==> src/rtl/param_shift_engine.sv <==
// Multi-cycle N-bit shift/rotate engine with a start/busy/done handshake.
// It steps one bit position per clock and has serial in/out for chaining.
module param_shift_engine #(
    parameter int N  = 8,
    parameter int AW = $clog2(N) + 1
) (
    input  logic          clk,
    input  logic          rst_n,
    input  logic          start,
    input  logic [2:0]    op,
    input  logic [AW-1:0] amt,
    input  logic [N-1:0]  din,
    input  logic          sin,
    input  logic          abort,
    output logic [N-1:0]  dout,
    output logic          sout,
    output logic          busy,
    output logic          done
);

    typedef enum logic [1:0] {
        S_IDLE,
        S_SHIFT,
        S_DONE
    } state_t;

    typedef enum logic [2:0] {
        OP_NOP  = 3'b000,
        OP_LOAD = 3'b001,
        OP_SLL  = 3'b010,
        OP_SRL  = 3'b011,
        OP_SRA  = 3'b100,
        OP_ROL  = 3'b101,
        OP_ROR  = 3'b110,
        OP_CLR  = 3'b111
    } op_t;

    state_t        state_q;
    op_t           op_q;
    op_t           op_in;
    logic [AW-1:0] cnt_q;
    logic [N-1:0]  dout_q;
    logic          sout_q;
    logic [N-1:0]  step_dout_d;
    logic          step_sout_d;

    assign op_in = op_t'(op);

    // One step of the latched operation; sin is taken live on every step.
    always_comb begin
        step_dout_d = dout_q;
        step_sout_d = sout_q;
        case (op_q)
            OP_SLL: begin
                step_dout_d = {dout_q[N-2:0], sin};
                step_sout_d = dout_q[N-1];
            end
            OP_SRL: begin
                step_dout_d = {sin, dout_q[N-1:1]};
                step_sout_d = dout_q[0];
            end
            OP_SRA: begin
                step_dout_d = {dout_q[N-1], dout_q[N-1:1]};
                step_sout_d = dout_q[0];
            end
            OP_ROL: begin
                step_dout_d = {dout_q[N-2:0], dout_q[N-1]};
                step_sout_d = dout_q[N-1];
            end
            OP_ROR: begin
                step_dout_d = {dout_q[0], dout_q[N-1:1]};
                step_sout_d = dout_q[0];
            end
            default: begin
                step_dout_d = dout_q;
                step_sout_d = sout_q;
            end
        endcase
    end

    always_ff @(posedge clk or negedge rst_n) begin
        if (!rst_n) begin
            state_q <= S_IDLE;
            op_q    <= OP_NOP;
            cnt_q   <= '0;
            dout_q  <= '0;
            sout_q  <= 1'b0;
        end else begin
            case (state_q)
                S_SHIFT: begin
                    // Abort takes priority over stepping and over any new start.
                    if (abort) begin
                        state_q <= S_IDLE;
                    end else begin
                        dout_q <= step_dout_d;
                        sout_q <= step_sout_d;
                        cnt_q  <= cnt_q - 1'b1;
                        if (cnt_q == AW'(1)) begin
                            state_q <= S_DONE;
                        end
                    end
                end
                default: begin
                    if (start) begin
                        op_q <= op_in;
                        case (op_in)
                            OP_NOP:  state_q <= S_DONE;
                            OP_LOAD: begin
                                dout_q  <= din;
                                state_q <= S_DONE;
                            end
                            OP_CLR: begin
                                dout_q  <= '0;
                                state_q <= S_DONE;
                            end
                            default: begin
                                if (amt == '0) begin
                                    state_q <= S_DONE;
                                end else begin
                                    cnt_q   <= amt;
                                    state_q <= S_SHIFT;
                                end
                            end
                        endcase
                    end else begin
                        state_q <= S_IDLE;
                    end
                end
            endcase
        end
    end

    assign dout = dout_q;
    assign sout = sout_q;
    assign busy = (state_q == S_SHIFT);
    assign done = (state_q == S_DONE);

endmodule

==> config.mk <==
export PLATFORM = sky130hd
export DESIGN_NAME = param_shift_engine
export DESIGN_NICKNAME = d
export VERILOG_FILES = /design/src/rtl/param_shift_engine.sv
export SDC_FILE = /design/constraint.sdc
export NUM_CORES = 1
export LEC_CHECK = 0
export ABC_AREA = 0
export BUFFER_PORTS_ARGS = -buffer_cell sky130_fd_sc_hd__buf_2
export CORE_MARGIN = 10
export CORE_UTILIZATION = 45
export CTS_BUF_LIST = sky130_fd_sc_hd__clkbuf_16
export DETAILED_ROUTE_END_ITERATION = 10
export PLACE_DENSITY_LB_ADDON = 0.3
export SLEW_MARGIN = 20
export SYNTH_ARGS = -nofsm -noshare
export SYNTH_HDL_FRONTEND = slang
export SYNTH_SLANG_ARGS = --single-unit
==> constraint.sdc <==
create_clock -name clk -period 2.4 [get_ports clk]
set_clock_uncertainty 0.05 [all_clocks]
set_input_delay 0.48 -clock clk [delete_from_list [all_inputs] [get_ports clk]]
set_output_delay 0.48 -clock clk [all_outputs]
set_load 0.005 [all_outputs]
# After elaboration in Yosys (flattened, before gate mapping)
# Cells that the tools add are included.
[classes]
addsub = 1
multipliers = 0
div_mod_pow = 0
n_lt_le_gt_ge = 0
eq_ne = 17
shifts = 0
mux = 17
bitwise = 2
n_reduce_logical = 13
[op_table]
columns = ["cell", "count"]
rows = [
  ["$pmux W8 S5", 1],
  ["$mux W8", 3],
  ["$mux W4", 5],
  ["$pmux W8 S2", 1],
  ["$eq A3 B3 Y1 const B", 4],
  ["$mux W2", 6],
  ["$reduce_and A4 Y1", 2],
  ["$eq A3 B2 Y1 const B", 2],
  ["$ne A2 B2 Y1 const B", 3],
  ["$ne A6 B1 Y1 const B", 1],
  ["$reduce_or A3 Y1", 2],
  ["$ne A5 B1 Y1 const B", 1],
  ["$reduce_and A5 Y1", 1],
  ["$eq A4 B1 Y1 const B", 1],
  ["$logic_not A4 Y1", 1],
  ["$reduce_bool A2 Y1", 2],
  ["$sub A4 B1 Y4 const B", 1],
  ["$eq A3 B1 Y1 const B", 1],
  ["$logic_not A3 Y1", 1],
  ["$ne A3 B2 Y1 const B", 1],
  ["$reduce_and A3 Y1", 1],
  ["$reduce_bool A3 Y1", 1],
  ["$eq A2 B1 Y1 const B", 1],
  ["$eq A2 B2 Y1 const B", 1],
  ["other kinds (5)", 6],
]
[totals]
regBits = 18
latch_bits = 0
mem_bits_rw = 0
romBits = 0
input_bits = 20
output_inout_bits = 11
n_memories = 0

# Longest topological paths before layout
[logic_depth]
depth_word = 5
mapped_depth = 6
ltp_nobuf = 5

# Worst setup path after synthesis
# No wires, ideal clock.
[synth_timing]
path_type = "input port to flip-flop"
startpoint = "input port abort"
endpoint = "register dout_q[5], in the netlist dout[5]"
arrival_ns = 1.609
setup_slack_ns = 0.613
stages = 6
path_buffers = 2
path_cell_list = "or3b_1 -> buf_6 -> nor3_4 -> or2_1 -> buf_6 -> a31oi_2"
[synth_via]
elab_chain_cells = 2
[synth_rtl]
columns = ["element", "line_no", "source"]
rows = [
  ["from (decl)", "14", "input logic abort,"],
  ["$ne A2 B2 Y1 (no line)", "-", ""],
  ["$reduce_and A4 Y1 (no line)", "-", ""],
  ["to (signal assigned)", "95", "dout_q <= step_dout_d;"],
  ["to (signal assigned)", "109", "dout_q <= din;"],
  ["to (decl)", "42", "logic [N-1:0] dout_q;"],
]
# Every way passes these cells.
# A chain may end at the register's enable or synchronous reset.

# Worst setup path after layout
[layout_timing]
startpoint = "register state_q[1]"
endpoint = "output port busy"
[layout_via]
elab_chain_cells = 1
[layout_rtl]
columns = ["element", "line_no", "source"]
rows = [
  ["from (decl)", "38", "state_t state_q;"],
  ["from (signal assigned)", "83", "state_q <= S_IDLE;"],
  ["from (signal assigned)", "93", "state_q <= S_IDLE;"],
  ["from (signal assigned)", "99", "state_q <= S_DONE;"],
  ["$eq A2 B1 Y1", "135", "assign busy = (state_q == S_SHIFT);"],
  ["to (decl)", "17", "output logic busy,"],
]
# Every way passes these cells.

==> summary.txt <==
Synth
  • Async set-or-reset flop fraction in the synthesized netlist: 1.00
  • Yosys warns: 0
  • Seq/Total Area, Yosys: 0.358
  • Prevailing post-synth register cell: dfrtp_1
  • Syn Area/Cell: 9.26 sq um
  • Area leader, netlist: dfrtp_1
  • Share of the synthesized area in the top cell type: 0.358
  • Post-synthesis register bit count: 18
  • Synth area leaders: dfrtp_1, buf_6, a31oi_1
  • Synth Net Count: 158
  • Syn Inst Count: 136
  • Synth Cell Area: 1260 sq um
  • Synth cell types: 45
  • Post-synth EDFFs: 0

Routing
  • Detailed-route via count: 1151
  • Drt first pass iters: 4
  • Number of remaining DRC errors: 0
  • Drt via density: 5.90
  • Routed Antenna Nets: 0
  • Routed WL: 3160 microns
  • WL per Instance: 16.2 microns
  • Starting DRT DRC Count: a little under 100

Clock network
  • Post-CTS Hold Fix Bufs: 0
  • TritonCTS sink count: 18
  • Worst-Skew Late Latency: roughly 250 ps
  • H-tree lvl count: 1
  • Num CTS Buffers: 3
  • Clk root buf: clkbuf_16
  • CTS tree: done
  • Maximum buffer depth of the clock tree: 2
  • Clk pin slew, worst setup/hold paths: 60 ps
  • # resized after CTS: 0
  • # Post-CTS Setup Buffers: 0

Worst setup path
  • Worst-path fanout max: 12
  • Terminus of the critical flop-to-flop path: cnt_q[0]$_DFFE_PN0P_
  • Critical path class: reg2out
  • R2R setup slack: 600 ps
  • Critical path data arrival time: between 1000 and 1500 ps
  • Startpoint Class: register
  • Worst R2R Path Depth: 5
  • Crit Reg-Reg Startpoint: state_q[1]$_DFFE_PN0P_
  • Crit path required time: 1870 ps
  • Crit path capture type: output pin

STA
  • Final setup viols: 0
  • Period minus WS final: 1900 ps
  • Fin crit share: 0.793
  • Hold violation total from the final report: 0
  • Final WS setup: 497 ps
  • Least-Margin Pin Slew: 451 ps
  • Relative slew margins: 0.699
  • TNS Setup: 0 ps
  • RSZ-0062 raised after global routing: no
  • Max Fclk: approximately 530 MHz
  • Pins over their slew limit: 0

Cells and area
  • Layout net count: between 150 and 200
  • N_diodes: 0
  • Core Util, Final: 0.543
  • Share of cells above drive strength 1: 0.287
  • FILL cells: 259
  • Area Growth Syn to Fin: 16.9%

Floorplanning
  • Ports: 31
  • Starting Density: 0.464
  • Num rows: 19
  • Die H: 72.9 microns
  • Core ar.: 2710 sq um
  • Die area: 5310 sq um
  • Die width: ~73 microns

Power
  • Pwr Density: 1100 nW/um^2
  • VDD IR-drop max: 0.618 mV
  • Total power: 1.61 mW
  • P_leak: 0.650 nW

Place
  • DP HPWL: about 2400 microns
  • Dpl ws: 490 ps
  • IO buf count: 30
  • RePlAce Congestion: roughly 0.83

Outcome
  • Outcome: finished, final reports clean

Global routing
  • Initial antenna violation count: 0
  • GRT overflow: 0
  • Vias in the first global route: 1202
  • Total GRT Usage: 0.124
  • Largest net degree at the start of global routing: 19
  • First-pass GRT wire length: 5490 microns

Worst hold path
  • Hold Crit Class: in2async

Job
  • MaxCap Viol Count: 0
## synthesized netlist by cell type, drive strengths merged (3+ instances only)
cell	count
mux2	4
a21o	6
nor3b	3
nor2	5
o211ai	5
inv	5
a21oi	6
nand2b	3
nand2	8
dfrtp	18
buf	8
nor3	9
a31oi	10
nand3	10
o21ai	11
## state kept, by name, summed over array words and instances (netlist names)
name / cells
dout: 8
cnt_q: 4
op_q: 3
state_q: 2
sout: 1
## logic make-up after synthesis
group	Yosys count	share of synthesized area
mux	7	0.0696
buf+inv	14	0.0765
simple gates	50	0.228
flops	18	0.358
fa+ha+maj	2	0.0199
compound gates	44	0.242
xor+xnor	1	0.00696
## layer usage
layer,up-vias,GRT usage,wire (microns)
met1,555,0.150,1390
met2,28,0.206,1560
li1,564,-,-
met5,-,0,0
met3,4,0.0354,193
met4,0,0.0359,19
## per-stage QoR
stage / instances / cell area [sq um] / hold WS, ps
4_1_cts: 195 / 1470 / 126
3_3_place_gp: 191 / 1390 / 386
3_5_place_dp: 191 / 1390 / 391
2_1_floorplan: 136 / 1260 / 134
6_report: 195 / 1470 / 104
5_1_grt: 195 / 1470 / 142
## cells in the final DEF, fill, tap and decap left out, types with 4 or more instances in the layout
master,count
o211ai_1,5
a31oi_1,8
o21ai_0,10
nor2_1,5
a21o_1,6
nor3_1,8
dfrtp_1,18
a21oi_1,6
inv_1,4
buf_2,30
nand3_1,10
nand2_1,8
## cell type report
| type | instances | area [sq um] | area share |
|---|---|---|---|
| Inverter | 5 | 18.8 | 0.0128 |
| Tap cell | 31 | 38.8 | 0.0264 |
| Sequential cell | 18 | 450 | 0.306 |
| Clock inverter | 1 | 3.75 | 0.00255 |
| Timing Repair Buffer | 33 | 173 | 0.117 |
| Clock buffer | 3 | 75.1 | 0.0510 |
| Multi-Input combinational cell | 104 | 712 | 0.484 |
## report_power, final
| group | total [mW] | internal (mW) | switching [mW] |
|---|---|---|---|
| clock network | 0.343 | 0.222 | 0.121 |
| registers | 0.593 | 0.435 | 0.158 |
| logic | 0.679 | 0.335 | 0.344 |
## how the worst max path moves through the flow
stage,start,end
floorplan,abort,dout[5]$_DFFE_PN0P_
global placement,abort,dout[2]$_DFFE_PN0P_
detailed placement,amt[0],cnt_q[3]$_DFFE_PN0P_
CTS,state_q[1]$_DFFE_PN0P_,busy
global route,state_q[1]$_DFFE_PN0P_,busy
finish,state_q[1]$_DFFE_PN0P_,busy
## worst max-delay path: stages (launching register included)
cell      delay (ps)
dfrtp_1          350
nand2b_1         390
inv_1            200
buf_2            180
Note: power is estimated with default switching activity, not from simulation.
